==> src/rtl/usb_tx_pkt_pkg.sv <==
// Shared USB definitions: PID codes, PID class mask,
// CRC16 constants and the packet formatter state encoding.
package usb_defs;

    localparam logic [3:0] PID_ACK   = 4'h2;
    localparam logic [3:0] PID_NAK   = 4'hA;
    localparam logic [3:0] PID_STALL = 4'hE;
    localparam logic [3:0] PID_DATA0 = 4'h3;
    localparam logic [3:0] PID_DATA1 = 4'hB;

    localparam logic [1:0] PID_CLASS_DATA = 2'b11;

    localparam logic [15:0] CRC16_POLY = 16'hA001;
    localparam logic [15:0] CRC16_INIT = 16'hFFFF;

    typedef enum logic [2:0] {
        ST_IDLE,
        ST_PID,
        ST_DATA,
        ST_CRC,
        ST_DONE
    } tx_state_e;

    function automatic logic is_data_pid(input logic [3:0] pid);
        return pid[1:0] == PID_CLASS_DATA;
    endfunction

endpackage

==> src/rtl/usb_crc16_ser.sv <==
// Bit-serial CRC-16/USB register (reflected polynomial),
// fed one payload bit per enable in transmit order.
module usb_crc16_ser
    import usb_defs::*;
(
    input  logic        clk,
    input  logic        rst_n,
    input  logic        init,
    input  logic        en,
    input  logic        bit_in,
    output logic [15:0] crc_out
);

    logic [15:0] crc_q;
    logic [15:0] crc_d;
    logic        fb;

    always_comb begin
        crc_d = crc_q;
        fb    = crc_q[0] ^ bit_in;
        if (init) begin
            crc_d = CRC16_INIT;
        end else if (en) begin
            crc_d = {1'b0, crc_q[15:1]} ^ (fb ? CRC16_POLY : 16'h0000);
        end
    end

    always_ff @(posedge clk or negedge rst_n) begin
        if (!rst_n) begin
            crc_q <= '0;
        end else begin
            crc_q <= crc_d;
        end
    end

    assign crc_out = crc_q;

endmodule

==> src/rtl/usb_tx_pkt.sv <==
// USB packet formatter: serialises PID, payload and CRC16
// as raw LSB-first bits, paced by the line driver's ll_ack.
module usb_tx_pkt
    import usb_defs::*;
#(
    parameter int LEN_W = 10
) (
    input  logic             clk,
    input  logic             rst_n,
    input  logic             pkt_start,
    input  logic [3:0]       pkt_pid,
    input  logic [LEN_W-1:0] pkt_len,
    input  logic [7:0]       pkt_data,
    output logic             pkt_data_ack,
    output logic             pkt_done,
    output logic             pkt_busy,
    output logic             ll_start,
    output logic             ll_bit,
    output logic             ll_last,
    input  logic             ll_ack
);

    tx_state_e        state_q, state_d;
    logic             data_q, data_d;
    logic [LEN_W-1:0] len_q, len_d;
    logic [LEN_W-1:0] byte_cnt_q, byte_cnt_d;
    logic [7:0]       shift_q, shift_d;
    logic [3:0]       bit_cnt_q, bit_cnt_d;
    logic             ll_start_q, ll_start_d;

    logic             crc_init;
    logic             crc_en;
    logic [15:0]      crc_val;
    logic             byte_end;

    assign byte_end = bit_cnt_q == 4'd7;

    always_comb begin
        state_d      = state_q;
        data_d       = data_q;
        len_d        = len_q;
        byte_cnt_d   = byte_cnt_q;
        shift_d      = shift_q;
        bit_cnt_d    = bit_cnt_q;
        ll_start_d   = 1'b0;
        crc_init     = 1'b0;
        crc_en       = 1'b0;
        pkt_data_ack = 1'b0;

        unique case (state_q)
            ST_IDLE: begin
                if (pkt_start) begin
                    data_d     = is_data_pid(pkt_pid);
                    len_d      = pkt_len;
                    shift_d    = {~pkt_pid, pkt_pid};
                    bit_cnt_d  = 4'd0;
                    byte_cnt_d = '0;
                    crc_init   = 1'b1;
                    ll_start_d = 1'b1;
                    state_d    = ST_PID;
                end
            end
            ST_PID: begin
                if (ll_ack) begin
                    shift_d   = {1'b0, shift_q[7:1]};
                    bit_cnt_d = bit_cnt_q + 4'd1;
                    if (byte_end) begin
                        bit_cnt_d = 4'd0;
                        if (!data_q) begin
                            state_d = ST_DONE;
                        end else if (len_q != '0) begin
                            shift_d      = pkt_data;
                            pkt_data_ack = 1'b1;
                            byte_cnt_d   = len_q - LEN_W'(1);
                            state_d      = ST_DATA;
                        end else begin
                            state_d = ST_CRC;
                        end
                    end
                end
            end
            ST_DATA: begin
                if (ll_ack) begin
                    crc_en    = 1'b1;
                    shift_d   = {1'b0, shift_q[7:1]};
                    bit_cnt_d = bit_cnt_q + 4'd1;
                    if (byte_end) begin
                        bit_cnt_d = 4'd0;
                        if (byte_cnt_q != '0) begin
                            shift_d      = pkt_data;
                            pkt_data_ack = 1'b1;
                            byte_cnt_d   = byte_cnt_q - LEN_W'(1);
                        end else begin
                            state_d = ST_CRC;
                        end
                    end
                end
            end
            ST_CRC: begin
                // CRC register is frozen here; bits are read out by index
                if (ll_ack) begin
                    bit_cnt_d = bit_cnt_q + 4'd1;
                    if (bit_cnt_q == 4'd15) begin
                        bit_cnt_d = 4'd0;
                        state_d   = ST_DONE;
                    end
                end
            end
            ST_DONE: begin
                state_d = ST_IDLE;
            end
            default: begin
                state_d = ST_IDLE;
            end
        endcase
    end

    always_ff @(posedge clk or negedge rst_n) begin
        if (!rst_n) begin
            state_q    <= ST_IDLE;
            data_q     <= 1'b0;
            len_q      <= '0;
            byte_cnt_q <= '0;
            shift_q    <= '0;
            bit_cnt_q  <= '0;
            ll_start_q <= 1'b0;
        end else begin
            state_q    <= state_d;
            data_q     <= data_d;
            len_q      <= len_d;
            byte_cnt_q <= byte_cnt_d;
            shift_q    <= shift_d;
            bit_cnt_q  <= bit_cnt_d;
            ll_start_q <= ll_start_d;
        end
    end

    usb_crc16_ser u_crc (
        .clk     (clk),
        .rst_n   (rst_n),
        .init    (crc_init),
        .en      (crc_en),
        .bit_in  (shift_q[0]),
        .crc_out (crc_val)
    );

    always_comb begin
        ll_bit = 1'b0;
        unique case (state_q)
            ST_PID, ST_DATA: ll_bit = shift_q[0];
            ST_CRC:          ll_bit = ~crc_val[bit_cnt_q];
            default:         ll_bit = 1'b0;
        endcase
    end

    assign ll_last  = ((state_q == ST_PID) && !data_q && byte_end) ||
                      ((state_q == ST_CRC) && (bit_cnt_q == 4'd15));
    assign ll_start = ll_start_q;
    assign pkt_busy = (state_q == ST_PID) || (state_q == ST_DATA) ||
                      (state_q == ST_CRC);
    assign pkt_done = state_q == ST_DONE;

endmodule

==> config.mk <==
export PLATFORM = sky130hd
export DESIGN_NAME = usb_tx_pkt
export DESIGN_NICKNAME = d
export VERILOG_FILES = /design/src/rtl/usb_tx_pkt_pkg.sv /design/src/rtl/usb_crc16_ser.sv /design/src/rtl/usb_tx_pkt.sv
export SDC_FILE = /design/constraint.sdc
export NUM_CORES = 1
export LEC_CHECK = 0
export BUFFER_PORTS_ARGS = -buffer_cell sky130_fd_sc_hd__buf_2
export CAP_MARGIN = 20
export CORE_ASPECT_RATIO = 1.5
export CORE_MARGIN = 4
export CORE_UTILIZATION = 40
export CTS_BUF_LIST = sky130_fd_sc_hd__clkbuf_2 sky130_fd_sc_hd__clkbuf_4 sky130_fd_sc_hd__clkbuf_8
export CTS_CLUSTER_DIAMETER = 200
export DETAILED_ROUTE_END_ITERATION = 8
export GPL_TIMING_DRIVEN = 1
export HOLD_SLACK_MARGIN = 0.03
export PLACE_DENSITY_LB_ADDON = 0.3
export SYNTH_ARGS = -nofsm -noshare
export SYNTH_HDL_FRONTEND = slang
export SYNTH_SLANG_ARGS = --single-unit
==> constraint.sdc <==
create_clock -name clk -period 2.7 [get_ports clk]
set_clock_uncertainty 0.05 [all_clocks]
set_input_delay 0.54 -clock clk [delete_from_list [all_inputs] [get_ports clk]]
set_output_delay 0.54 -clock clk [all_outputs]
set_load 0.03 [all_outputs]
==> flow_summary.toml <==
[critical_path]
r2r_start = "state_q[0]$_DFFE_PN0P_"
end_kind = "output pin"
cp.arrival_ns = 2.08
r2r-end = "byte_cnt_q[8]$_DFFE_PN0P_"
r2r_slack_ns = 0.42
criticalPathCategory = "reg2out"
worst_r2r_path_depth = 8
critical_path_required_ns = 2.11
cp_max_fo = 8
cp-start-kind = "flop"

[sta]
hold_viol = 0
rsz0062_at_grt = "true"
post-route-period-util_pct = 99.1
worst_slew_pin_slew_ns = 0.606
max_clock_freq_mhz = 374
slew_violations = 0
setup_violations = 0
max-slew-margin-rel_pct = 59.5
fin_crit_ns = 2.67

[finish]
drive_gt1_share_pct = 24.0
fin_nets = 394
antenna_cells = 0
post-route-cell-area_sq_um = 3620
area_growth_pct = 14.0
utilization_pct = 47.2

[global_routing]
grt_overflow = 0
grt_max_degree = 30
grt_pass1_vias = 2704
grt_usage_pct = 17.5
antenna_found_initial = 0
grt_pass1_wl_mm = 12.8

[placement]
dp_hpwl_mm = 5.88
post_dp_cell_area_sq_um = 3460
numPortBuffers = 31
globalplace.congestion = 0.819

[hold_path]
min_path_type = "in2async"

[cts]
cts.clk_slew.worst_paths_ns = 0.10
h-tree-depth = 2
cts_buffer_depth = 2
cts_buffers = 5
cts_tree = "done"
root_buffer = "clkbuf_8"
clock_latency_ns = 0.32
cts_num_sinks = 53

[power]
p_per_area_nw_per_um2 = 1090
static-leakage-power_uw = 0.00152
ir_drop_mv = 0.560

[synthesis]
synth_cells = 329
synth.avg_cell_area_sq_um = 9.64
synth-seq-cells = 53
synth_ff_type = "dfrtp_1"
synth_area_sq_um = 3170
async_flop_share_pct = 100
yosysWarnings = 0
syn_nets = 357
ys_seq_area_share_pct = 41.8
synth-edff-count = 0
yosysUniqueCellTypes = 65

[drt]
wl_mm = 7.74
drt_iter0_markers = 182
ant_nets = 0
drcViolationCount = 0
via_count = 2641
wl_per_cell_um = 16.5
drt_pre_antenna_iters = 4
via_per_inst = 5.63

[flow_run]
cap_viol_max_count = 0

[floorplanning]
fp-row-count = 39
core_sq_um = 7660
initial_core_util_pct = 41.4
dieArea_sq_um = 9450
chipWidth_um = 80.7
pin_count = 32
die_h_um = 117

[status]
outcome = "finished, final reports clean"
[power breakdown]
part	switching (uW)	internal [uW]
registers	233	1010
clock network	267	368
logic	1220	848
total	1720	2230
[stage by stage]
| stage | power, uW | setup TNS (ns) | std cells | hold slack, ns | setup slack (ns) |
|---|---|---|---|---|---|
| 3_5_place_dp | 3300 | 0 | 460 | 0.446 | 0.191 |
| 2_1_floorplan | 2820 | 0 | 329 | 0.194 | 0.185 |
| 3_3_place_gp | 3260 | 0 | 460 | 0.435 | 0.235 |
| 6_report | 3950 | 0 | 469 | 0.157 | 0.0253 |
| 4_1_cts | 3950 | -0.00960 | 468 | 0.158 | -0.00960 |
| 5_1_grt | 4250 | -0.0796 | 469 | 0.177 | -0.0582 |
[layout by cell type, fill, tap and decap left out, types with 4 or more instances in the layout]
| master | count |
|---|---|
| nor3_1 | 10 |
| o31ai_1 | 6 |
| nor3_2 | 6 |
| nor2_1 | 26 |
| clkbuf_8 | 5 |
| o22a_1 | 14 |
| a211o_1 | 4 |
| mux4_2 | 5 |
| xnor2_1 | 5 |
| xor2_1 | 4 |
| inv_1 | 4 |
| buf_4 | 20 |
| a22o_1 | 4 |
| nand2_1 | 60 |
| a21oi_1 | 9 |
| a31oi_1 | 5 |
| mux2i_1 | 4 |
| o21ai_0 | 11 |
| nand3_1 | 6 |
| o21ai_1 | 8 |
| nand2b_1 | 5 |
| dfrtp_1 | 51 |
| buf_2 | 30 |
[layout make-up]
class / count / area (sq um)
Multi-Input combinational cell: 251 / 1710
Inverter: 5 / 18.8
Timing Repair Buffer: 50 / 300
Clock inverter: 3 / 65.1
Clock buffer: 5 / 68.8
Tap cell: 102 / 128
Sequential cell: 53 / 1330
Fill cell: 756 / 4040
[Yosys cell counts, types with 5 or more instances]
cell | n | share of area [%]
o21ai_1 | 8 | 1.3
o31ai_1 | 6 | 1.4
a21oi_1 | 9 | 1.4
nor2_1 | 27 | 3.2
dfrtp_1 | 53 | 42
o21ai_0 | 11 | 1.7
mux4_2 | 5 | 3.6
buf_4 | 5 | 1.2
nor3_2 | 5 | 1.6
nand2b_1 | 5 | 0.99
xnor2_1 | 5 | 1.4
nand2_1 | 60 | 7.1
nor3_1 | 11 | 1.7
o22a_1 | 14 | 3.9
a31oi_1 | 5 | 0.99
nand3_1 | 6 | 0.95
buf_2 | 8 | 1.3
[cells by family (layout without fill, tap and decap cells)]
logic type	count (synthesis)	count (layout)	synth area share [%]
AO/OA/AOI/OAI	88	88	22.2
XOR/XNOR	9	9	2.49
adder cells (fa/ha/maj)	2	2	0.789
buffers and inverters	25	63	4.58
flip-flops	53	53	41.8
multiplexers	11	11	5.52
AND/OR/NAND/NOR	141	141	22.6
[how the worst max path moves through the flow]
stage,depth (start not counted),from,endpoint,slack [ns]
floorplan,4,bit_cnt_q[0]$_DFFE_PN0P_,ll_bit,0.18
global placement,4,bit_cnt_q[0]$_DFFE_PN0P_,ll_bit,0.24
detailed placement,4,bit_cnt_q[0]$_DFFE_PN0P_,ll_bit,0.19
CTS,4,bit_cnt_q[0]$_DFFE_PN0P_,ll_bit,-0.01
global route,4,bit_cnt_q[0]$_DFFE_PN0P_,ll_bit,-0.06
finish,4,bit_cnt_q[0]$_DFFE_PN0P_,ll_bit,0.03
[worst max-delay path: stages (launching register included)]
cell	delay, ns
dfrtp_2	0.47
mux4_2	0.52
mux4_2	0.47
o21ai_1	0.13
buf_4	0.17
[repair_timing]
item,CTS,global route
endpoints found under the setup margin,2,2
pin swaps,0,1
buffers inserted,0,1
hold buffers,0,0
gates resized for setup,3,2
[state kept, by name, indices dropped and copies added (netlist names)]
signal	count
u_crc.crc_out	16
byte_cnt_q	10
len_q	10
shift_q	8
bit_cnt_q	4
state_q	3
data_q	1
ll_start	1
[metal layers]
layer / routed length, um / vias up / GRT usage (%)
met5: 0 / - / 0
met4: 257 / 0 / 8.46
met3: 229 / 21 / 2.76
met2: 4180 / 57 / 31.4
met1: 3060 / 1285 / 20.2
li1: - / 1278 / -
Power figures use the tool's default switching activity.
